**src/rtl/prod_sched_pkg.sv**
```systemverilog
// Shared types and constants for the producer scheduler.
package prod_pkg;

  typedef enum logic [1:0] {
    ST_IDLE = 2'd0,
    ST_RUN  = 2'd1,
    ST_HOLD = 2'd2
  } state_t;

  localparam logic [1:0] MODE_FIB = 2'b00;
  localparam logic [1:0] MODE_TMR = 2'b01;
  localparam logic [1:0] MODE_RR  = 2'b10;

  localparam logic SRC_FIB = 1'b0;
  localparam logic SRC_TMR = 1'b1;

  // Source forced by a fixed mode; the unused encoding 11 behaves as Fibonacci-only.
  function automatic logic mode_src(input logic [1:0] mode);
    return (mode == MODE_TMR) ? SRC_TMR : SRC_FIB;
  endfunction

endpackage

```
**src/rtl/prod_sched_if.sv**
```systemverilog
// Producer handshakes and FIFO write port shared by the scheduler.
interface prod_sched_if #(
  parameter int DATA_W = 16
);
  logic              fib_valid;
  logic [DATA_W-1:0] fib_data;
  logic              fib_ack;
  logic              tmr_valid;
  logic [DATA_W-1:0] tmr_data;
  logic              tmr_ack;
  logic              buffer_full;
  logic              data_1_en;
  logic [DATA_W-1:0] data_1;

  modport master (
    input  fib_valid, fib_data, tmr_valid, tmr_data, buffer_full,
    output fib_ack, tmr_ack, data_1_en, data_1
  );

  modport slave (
    output fib_valid, fib_data, tmr_valid, tmr_data, buffer_full,
    input  fib_ack, tmr_ack, data_1_en, data_1
  );
endinterface

```
**src/rtl/prod_sched_rr_sel.sv**
```systemverilog
// Source grant register with burst counting and work-conserving handover.
module prod_rr_sel
  import prod_pkg::*;
#(
  parameter int BURST = 4
) (
  input  logic       clk,
  input  logic       rst,
  input  logic       go,
  input  logic       run,
  input  logic       accept,
  input  logic [1:0] mode,
  input  logic       fib_valid,
  input  logic       tmr_valid,
  output logic       src_sel
);

  localparam int BW = $clog2(BURST + 1);

  logic [BW-1:0] burst_cnt;
  logic          sel_valid;
  logic          other_valid;
  logic          burst_done;

  // Valid of the granted source versus the other, and end-of-burst detection.
  always_comb begin
    sel_valid   = src_sel ? tmr_valid : fib_valid;
    other_valid = src_sel ? fib_valid : tmr_valid;
    burst_done  = accept && (burst_cnt == BW'(BURST - 1));
  end

  // Grant register: fixed modes force the source, round-robin hands over per burst.
  always_ff @(posedge clk) begin
    if (rst) begin
      src_sel   <= SRC_FIB;
      burst_cnt <= '0;
    end else if (go) begin
      src_sel   <= mode_src(mode);
      burst_cnt <= '0;
    end else if (mode != MODE_RR) begin
      src_sel   <= mode_src(mode);
      burst_cnt <= '0;
    end else if (run) begin
      if (burst_done) begin
        // A finished burst only hands over when the other source has work;
        // otherwise the current source starts a fresh burst without a gap.
        if (other_valid) src_sel <= ~src_sel;
        burst_cnt <= '0;
      end else if (!sel_valid && other_valid) begin
        src_sel   <= ~src_sel;
        burst_cnt <= '0;
      end else if (accept) begin
        burst_cnt <= burst_cnt + 1'b1;
      end
    end
  end

endmodule

```
**src/rtl/prod_sched.sv**
```systemverilog
// Shares the FIFO write port between the Fibonacci and Timer producers.
module prod_sched
  import prod_pkg::*;
#(
  parameter int DATA_W      = 16,
  parameter int BURST       = 4,
  parameter int STALL_LIMIT = 8
) (
  input  logic         clk,
  input  logic         rst,
  input  logic         start,
  input  logic         stop,
  input  logic [1:0]   mode,
  prod_sched_if.master bus,
  output logic         src_sel,
  output logic         busy,
  output logic         stall_err,
  output logic [15:0]  word_cnt
);

  localparam int SW = $clog2(STALL_LIMIT + 1);

  state_t            state_q;
  state_t            state_d;
  logic              go;
  logic              run;
  logic              accept;
  logic              sel_valid;
  logic [DATA_W-1:0] sel_data;
  logic              data_1_en_q;
  logic [DATA_W-1:0] data_1_q;
  logic              busy_q;
  logic              stall_err_q;
  logic [15:0]       word_cnt_q;
  logic [SW-1:0]     stall_cnt_q;

  // State register.
  always_ff @(posedge clk) begin
    if (rst) state_q <= ST_IDLE;
    else     state_q <= state_d;
  end

  // Next state; stop outranks start and backpressure.
  always_comb begin
    state_d = state_q;
    go      = 1'b0;
    case (state_q)
      ST_IDLE: begin
        if (start && !stop) begin
          state_d = ST_RUN;
          go      = 1'b1;
        end
      end
      ST_RUN: begin
        if (stop)                 state_d = ST_IDLE;
        else if (bus.buffer_full) state_d = ST_HOLD;
      end
      ST_HOLD: begin
        if (stop)                  state_d = ST_IDLE;
        else if (!bus.buffer_full) state_d = ST_RUN;
      end
      default: state_d = ST_IDLE;
    endcase
  end

  // Accept and acks; the write-strobe term spaces words two cycles apart.
  always_comb begin
    run         = (state_q == ST_RUN);
    sel_valid   = src_sel ? bus.tmr_valid : bus.fib_valid;
    sel_data    = src_sel ? bus.tmr_data  : bus.fib_data;
    accept      = run && !stop && !bus.buffer_full && !data_1_en_q && sel_valid;
    bus.fib_ack = accept && (src_sel == SRC_FIB);
    bus.tmr_ack = accept && (src_sel == SRC_TMR);
  end

  // Registered FIFO write port and busy flag.
  always_ff @(posedge clk) begin
    if (rst) begin
      data_1_en_q <= 1'b0;
      data_1_q    <= '0;
      busy_q      <= 1'b0;
    end else begin
      data_1_en_q <= accept;
      if (accept) data_1_q <= sel_data;
      busy_q <= (state_d != ST_IDLE);
    end
  end

  // Accepted-word counter, cleared on start and wrapping at the top.
  always_ff @(posedge clk) begin
    if (rst)         word_cnt_q <= '0;
    else if (go)     word_cnt_q <= '0;
    else if (accept) word_cnt_q <= word_cnt_q + 16'd1;
  end

  // Stall detection: counts full cycles in HOLD, flag is sticky until start.
  always_ff @(posedge clk) begin
    if (rst) begin
      stall_cnt_q <= '0;
      stall_err_q <= 1'b0;
    end else if (go) begin
      stall_cnt_q <= '0;
      stall_err_q <= 1'b0;
    end else if (run && bus.buffer_full) begin
      stall_cnt_q <= '0;
    end else if ((state_q == ST_HOLD) && bus.buffer_full &&
                 (stall_cnt_q != SW'(STALL_LIMIT))) begin
      stall_cnt_q <= stall_cnt_q + 1'b1;
      if (stall_cnt_q == SW'(STALL_LIMIT - 1)) stall_err_q <= 1'b1;
    end
  end

  prod_rr_sel #(
    .BURST(BURST)
  ) u_rr_sel (
    .clk      (clk),
    .rst      (rst),
    .go       (go),
    .run      (run),
    .accept   (accept),
    .mode     (mode),
    .fib_valid(bus.fib_valid),
    .tmr_valid(bus.tmr_valid),
    .src_sel  (src_sel)
  );

  assign bus.data_1_en = data_1_en_q;
  assign bus.data_1    = data_1_q;
  assign busy          = busy_q;
  assign stall_err     = stall_err_q;
  assign word_cnt      = word_cnt_q;

endmodule

```
**src/flat_wrapper.sv**
```systemverilog
// flat-port wrapper written by rule: the top's interface ports become plain ports
module prod_sched_flat import prod_pkg::*;
#(
  parameter int DATA_W      = 16,
  parameter int BURST       = 4,
  parameter int STALL_LIMIT = 8
)
  (clk, rst, start, stop, mode, src_sel, busy, stall_err, word_cnt, bus_fib_valid, bus_fib_data, bus_tmr_valid, bus_tmr_data, bus_buffer_full, bus_fib_ack, bus_tmr_ack, bus_data_1_en, bus_data_1);
  prod_sched_if #(.DATA_W(DATA_W)) bus_i ();
  input  logic clk;
  input  logic rst;
  input  logic start;
  input  logic stop;
  input  logic [1:0] mode;
  output logic src_sel;
  output logic busy;
  output logic stall_err;
  output logic [15:0] word_cnt;
  input wire logic [$bits(bus_i.fib_valid)-1:0] bus_fib_valid;
  input wire logic [$bits(bus_i.fib_data)-1:0] bus_fib_data;
  input wire logic [$bits(bus_i.tmr_valid)-1:0] bus_tmr_valid;
  input wire logic [$bits(bus_i.tmr_data)-1:0] bus_tmr_data;
  input wire logic [$bits(bus_i.buffer_full)-1:0] bus_buffer_full;
  output wire logic [$bits(bus_i.fib_ack)-1:0] bus_fib_ack;
  output wire logic [$bits(bus_i.tmr_ack)-1:0] bus_tmr_ack;
  output wire logic [$bits(bus_i.data_1_en)-1:0] bus_data_1_en;
  output wire logic [$bits(bus_i.data_1)-1:0] bus_data_1;
  assign bus_i.fib_valid = bus_fib_valid;
  assign bus_i.fib_data = bus_fib_data;
  assign bus_i.tmr_valid = bus_tmr_valid;
  assign bus_i.tmr_data = bus_tmr_data;
  assign bus_i.buffer_full = bus_buffer_full;
  assign bus_fib_ack = bus_i.fib_ack;
  assign bus_tmr_ack = bus_i.tmr_ack;
  assign bus_data_1_en = bus_i.data_1_en;
  assign bus_data_1 = bus_i.data_1;
  prod_sched #(.DATA_W(DATA_W), .BURST(BURST), .STALL_LIMIT(STALL_LIMIT)) u_core (.clk(clk), .rst(rst), .start(start), .stop(stop), .mode(mode), .bus(bus_i), .src_sel(src_sel), .busy(busy), .stall_err(stall_err), .word_cnt(word_cnt));
endmodule
```
**config.mk**
```make
export PLATFORM = sky130hd
export DESIGN_NAME = prod_sched_flat
export DESIGN_NICKNAME = d
export VERILOG_FILES = /design/src/rtl/prod_sched_pkg.sv /design/src/rtl/prod_sched_if.sv /design/src/rtl/prod_sched_rr_sel.sv /design/src/rtl/prod_sched.sv /design/src/flat_wrapper.sv
export SDC_FILE = /design/constraint.sdc
export NUM_CORES = 1
export LEC_CHECK = 0
export CORE_MARGIN = 5
export CORE_UTILIZATION = 45
export DETAILED_ROUTE_END_ITERATION = 8
export DONT_BUFFER_PORTS = 1
export PLACE_DENSITY_LB_ADDON = 0.05
export SYNTH_ARGS = -nofsm -noshare
export SYNTH_HDL_FRONTEND = slang
export SYNTH_HIERARCHICAL = 1
export SYNTH_SLANG_ARGS = --single-unit
```
**constraint.sdc**
```tcl
create_clock -name clk -period 3.43 [get_ports clk]
set_clock_uncertainty 0.15 [all_clocks]
set_input_delay 0.5145 -clock clk [delete_from_list [all_inputs] [get_ports clk]]
set_output_delay 0.5145 -clock clk [all_outputs]
set_load 0.02 [all_outputs]
```
==> out/qor.log <==
INFO  setup_path     critical_path_class=reg -> out
INFO  yosys          synth_seq_area_share=39.9%
INFO  yosys          syn_area_per_cell=9.10um^2
INFO  yosys          yosys_most_used_dff=dfxtp_1
INFO  final_layout   stdcell_area=0.00242mm^2
INFO  pwr            power=1.06mW
INFO  route          detail_route.drc_violations=0
INFO  global_route   grt_max_degree=32
INFO  yosys          yosysTopAreaCellShare=39.9%
INFO  route          initialDrtViolationCount=131
INFO  timing         relSlewSlack=61.1%
INFO  clock_network  tritoncts=yes
INFO  hold_path      hold_end=u_core/state_q[0]
INFO  timing         max_freq=0.392GHz
INFO  placed_design  place_worst_setup_slack=1.07ns
INFO  timing         tns=0ns
INFO  timing         final-setup-viol-count=0
INFO  clock_network  cts.hold.buffers_added=0
INFO  pwr            power_density=438mW/mm^2
INFO  timing         final_max_slew_viol_count=0
INFO  clock_network  clock_sinks=45
INFO  timing         report.final.hold_viol_count=0
INFO  route          wl=4970um
INFO  pwr            power.leakage=0.768nW
INFO  floorplan      std_cell_rows=25
INFO  placed_design  routabilityCongestion=0.791
INFO  global_route   gr-total-overflow=0
INFO  clock_network  post_cts.repair.setup_buffers=0
INFO  final_layout   nets=291
INFO  yosys          synth-async-reset-ratio=0%
INFO  yosys          synth_top_cells_by_area=dfxtp_1, mux2i_1, a211oi_1
INFO  timing         rsz0062_at_grt=no
INFO  setup_path     critPathCaptureType=output pin
INFO  clock_network  ctsResizeCount=0
INFO  floorplan      die_h=80.8um
INFO  setup_path     crit-reg2reg-launch=u_core/state_q[1]
INFO  route          antenna_viol_nets_final=0
INFO  yosys          synth_top_area_cell=dfxtp_1
INFO  global_route   track_usage=15.7%
INFO  yosys          synth_enable_flop_cells=0
INFO  route          drt_pass1_iterations=4
INFO  floorplan      io-pin-count=79
INFO  clock_network  cts-root-to-sink-buffers=2
INFO  placed_design  placement.cell_area=0.00229mm^2
INFO  yosys          yosys_register_bits=45
INFO  setup_path     ff2ff_setup_slack=1.11ns
INFO  final_layout   syn2layout_area_growth=7.43%
INFO  setup_path     path_max_fanout=27
INFO  final_layout   final.fill_count=450
INFO  job            cap_violations=0
INFO  timing         setup_ws_post_layout=0.876ns
INFO  yosys          postSynthNetCount=294
INFO  yosys          post_synth_most_frequent_cells=dfxtp_1, nor2_1, nand2_1
INFO  hold_path      hold_class=in -> reg
INFO  final_layout   drive_above_1_share=8.54%
INFO  clock_network  cts.htree.levels=2
INFO  timing         period_share=74.4%
INFO  setup_path     r2r_end=u_core/u_rr_sel/src_sel
INFO  route          dr_total_vias=1,793
INFO  clock_network  worst_skew_pair.late_latency=0.29ns
INFO  floorplan      fp.dieW=80.8um
INFO  placed_design  port-buffer-count=0
INFO  placed_design  place_inst=305
INFO  final_layout   antennaDiodeCount=0
INFO  route          via_per_inst=5.73
INFO  floorplan      floorplan.core_area=0.00479mm^2
INFO  yosys          netlist_area=0.00226mm^2
INFO  pwr            worst_ir_drop_vdd=0.216mV
INFO  timing         tightest_slew=0.582ns
INFO  global_route   antenna_found_initial=0
INFO  setup_path     critical_path.startpoint_type=flip-flop
INFO  outcome        outcome=finished clean
INFO  yosys          synth_cell_type_count=52
INFO  global_route   grt_pass1_vias=1,710
INFO  floorplan      dieArea=0.00653mm^2
INFO  yosys          netlist_instances=248
INFO  final_layout   layoutNonFillerInstCount=313
INFO  setup_path     required=2.77ns
INFO  timing         min_period=2.55ns
INFO  floorplan      initial_utilization=47.2%
INFO  hold_path      holdPathStages=1
INFO  yosys          synth.most_common_cell=dfxtp_1
INFO  global_route   grt_pass1_wl=8160um
INFO  placed_design  hpwl=3580um
INFO  route          drt-wirelength-per-cell=15.9um
INFO  clock_network  clk_transition_reported_paths=0.08ns
INFO  hold_path      min_from=stop
INFO  yosys          yosysWarnings=6
INFO  clock_network  clockRootBuffer=clkbuf_8
INFO  setup_path     arrival=1.89ns
INFO  setup_path     reg2regPathDepth=7
INFO  clock_network  cts_inserted_buffers=5
[layout by cell type, fill, tap and decap left out, drive strengths merged, types with 2 or more instances in the layout]
cell    instances
o32ai           2
nand3b          2
buf             2
xnor2           4
nand4           6
nor2b           2
dfxtp          45
or3             3
nand2b          3
and2            3
nand3           9
nor3            4
nand2          19
a21oi          15
a211oi         16
bufinv          2
o31ai           6
inv            11
and4            2
or4b            2
nor4            2
ha              5
o22ai           2
nor4b           2
mux2i          18
or4             6
nor2           27
clkbuf          5
o41ai           2
[routing by layer]
layer  wire length [um]  up-vias  track usage [%]  part of all wire (%)
met5                  0        -                0                     0
li1                   -      908                -                     -
met2               2270       71             24.7                    46
met3                442        7             5.32                   8.9
met1               2190      807             19.8                    44
met4                 65        0             6.08                   1.3
[area by class of cell]
cell class              instances  area (um^2)  area share, %
well taps                      67         83.8           3.46
flip-flops and latches         45          901           37.2
repair buffers                  2         15.0          0.619
multi-input cells             180         1250           51.5
clock buffers                   5         68.8           2.84
inverters                      11         41.3           1.70
clock inverters                 3         65.1           2.68
[worst max path at each step]
| stage | start | to | slack, ns | depth (start not counted) |
|---|---|---|---|---|
| after floorplan | u_core/u_rr_sel/src_sel | bus_tmr_ack | 1.15 | 6 |
| after global placement | bus_buffer_full | u_core/u_rr_sel/src_sel | 1.13 | 7 |
| after detailed placement | bus_buffer_full | u_core/u_rr_sel/src_sel | 1.07 | 7 |
| after CTS | u_core/state_q[1] | bus_tmr_ack | 0.83 | 4 |
| after global routing | u_core/state_q[0] | bus_tmr_ack | 0.68 | 4 |
| final | u_core/state_q[1] | bus_tmr_ack | 0.88 | 4 |
[sequential cells by signal, summed over array words and instances, names as in the netlist]
signal / cells
u_core/u_rr_sel/src_sel: 1
u_core/bus.data_1_en: 1
u_core/stall_err: 1
u_core/stall_cnt_q: 4
u_core/bus.data_1: 16
u_core/word_cnt: 16
u_core/state_q: 2
u_core/u_rr_sel/burst_cnt: 3
u_core/busy: 1
[stage by stage]
| step | utilization [%] | hold WS, ns |
|---|---|---|
| CTS | 50.7 | 0.121 |
| global placement | 47.9 | 0.302 |
| global route | 50.7 | 0.117 |
| detailed placement | 47.9 | 0.311 |
| finish | 50.7 | 0.134 |
| floorplan | - | 0.289 |
[worst max-delay path, stage by stage, from the launching register on]
cell and delay, ns:
dfxtp_1 0.37, and2b_1 0.35, nand3_4 0.29, inv_2 0.28, and2_1 0.29
[power by group]
group          total [mW]  internal [mW]  switching (mW)
combinational      0.0540         0.0239          0.0301
clock               0.473          0.289           0.184
sequential          0.535          0.527         0.00835
total                1.06          0.840           0.222
[cells by family (layout without fill, tap and decap cells)]
group                      Yosys count  after routing  share of synthesized area (%)
and+or+nand+nor                     98             98                           25.1
AOI/OAI and AO/OA                   53             53                           16.9
DFF                                 45             45                           39.9
buffers and inverters               23             21                           4.71
muxes                               19             19                           8.65
adders and majority gates            5              5                           2.77
xor gates and xnor gates             5              5                           1.94
Note: power is estimated with default switching activity, not from simulation.
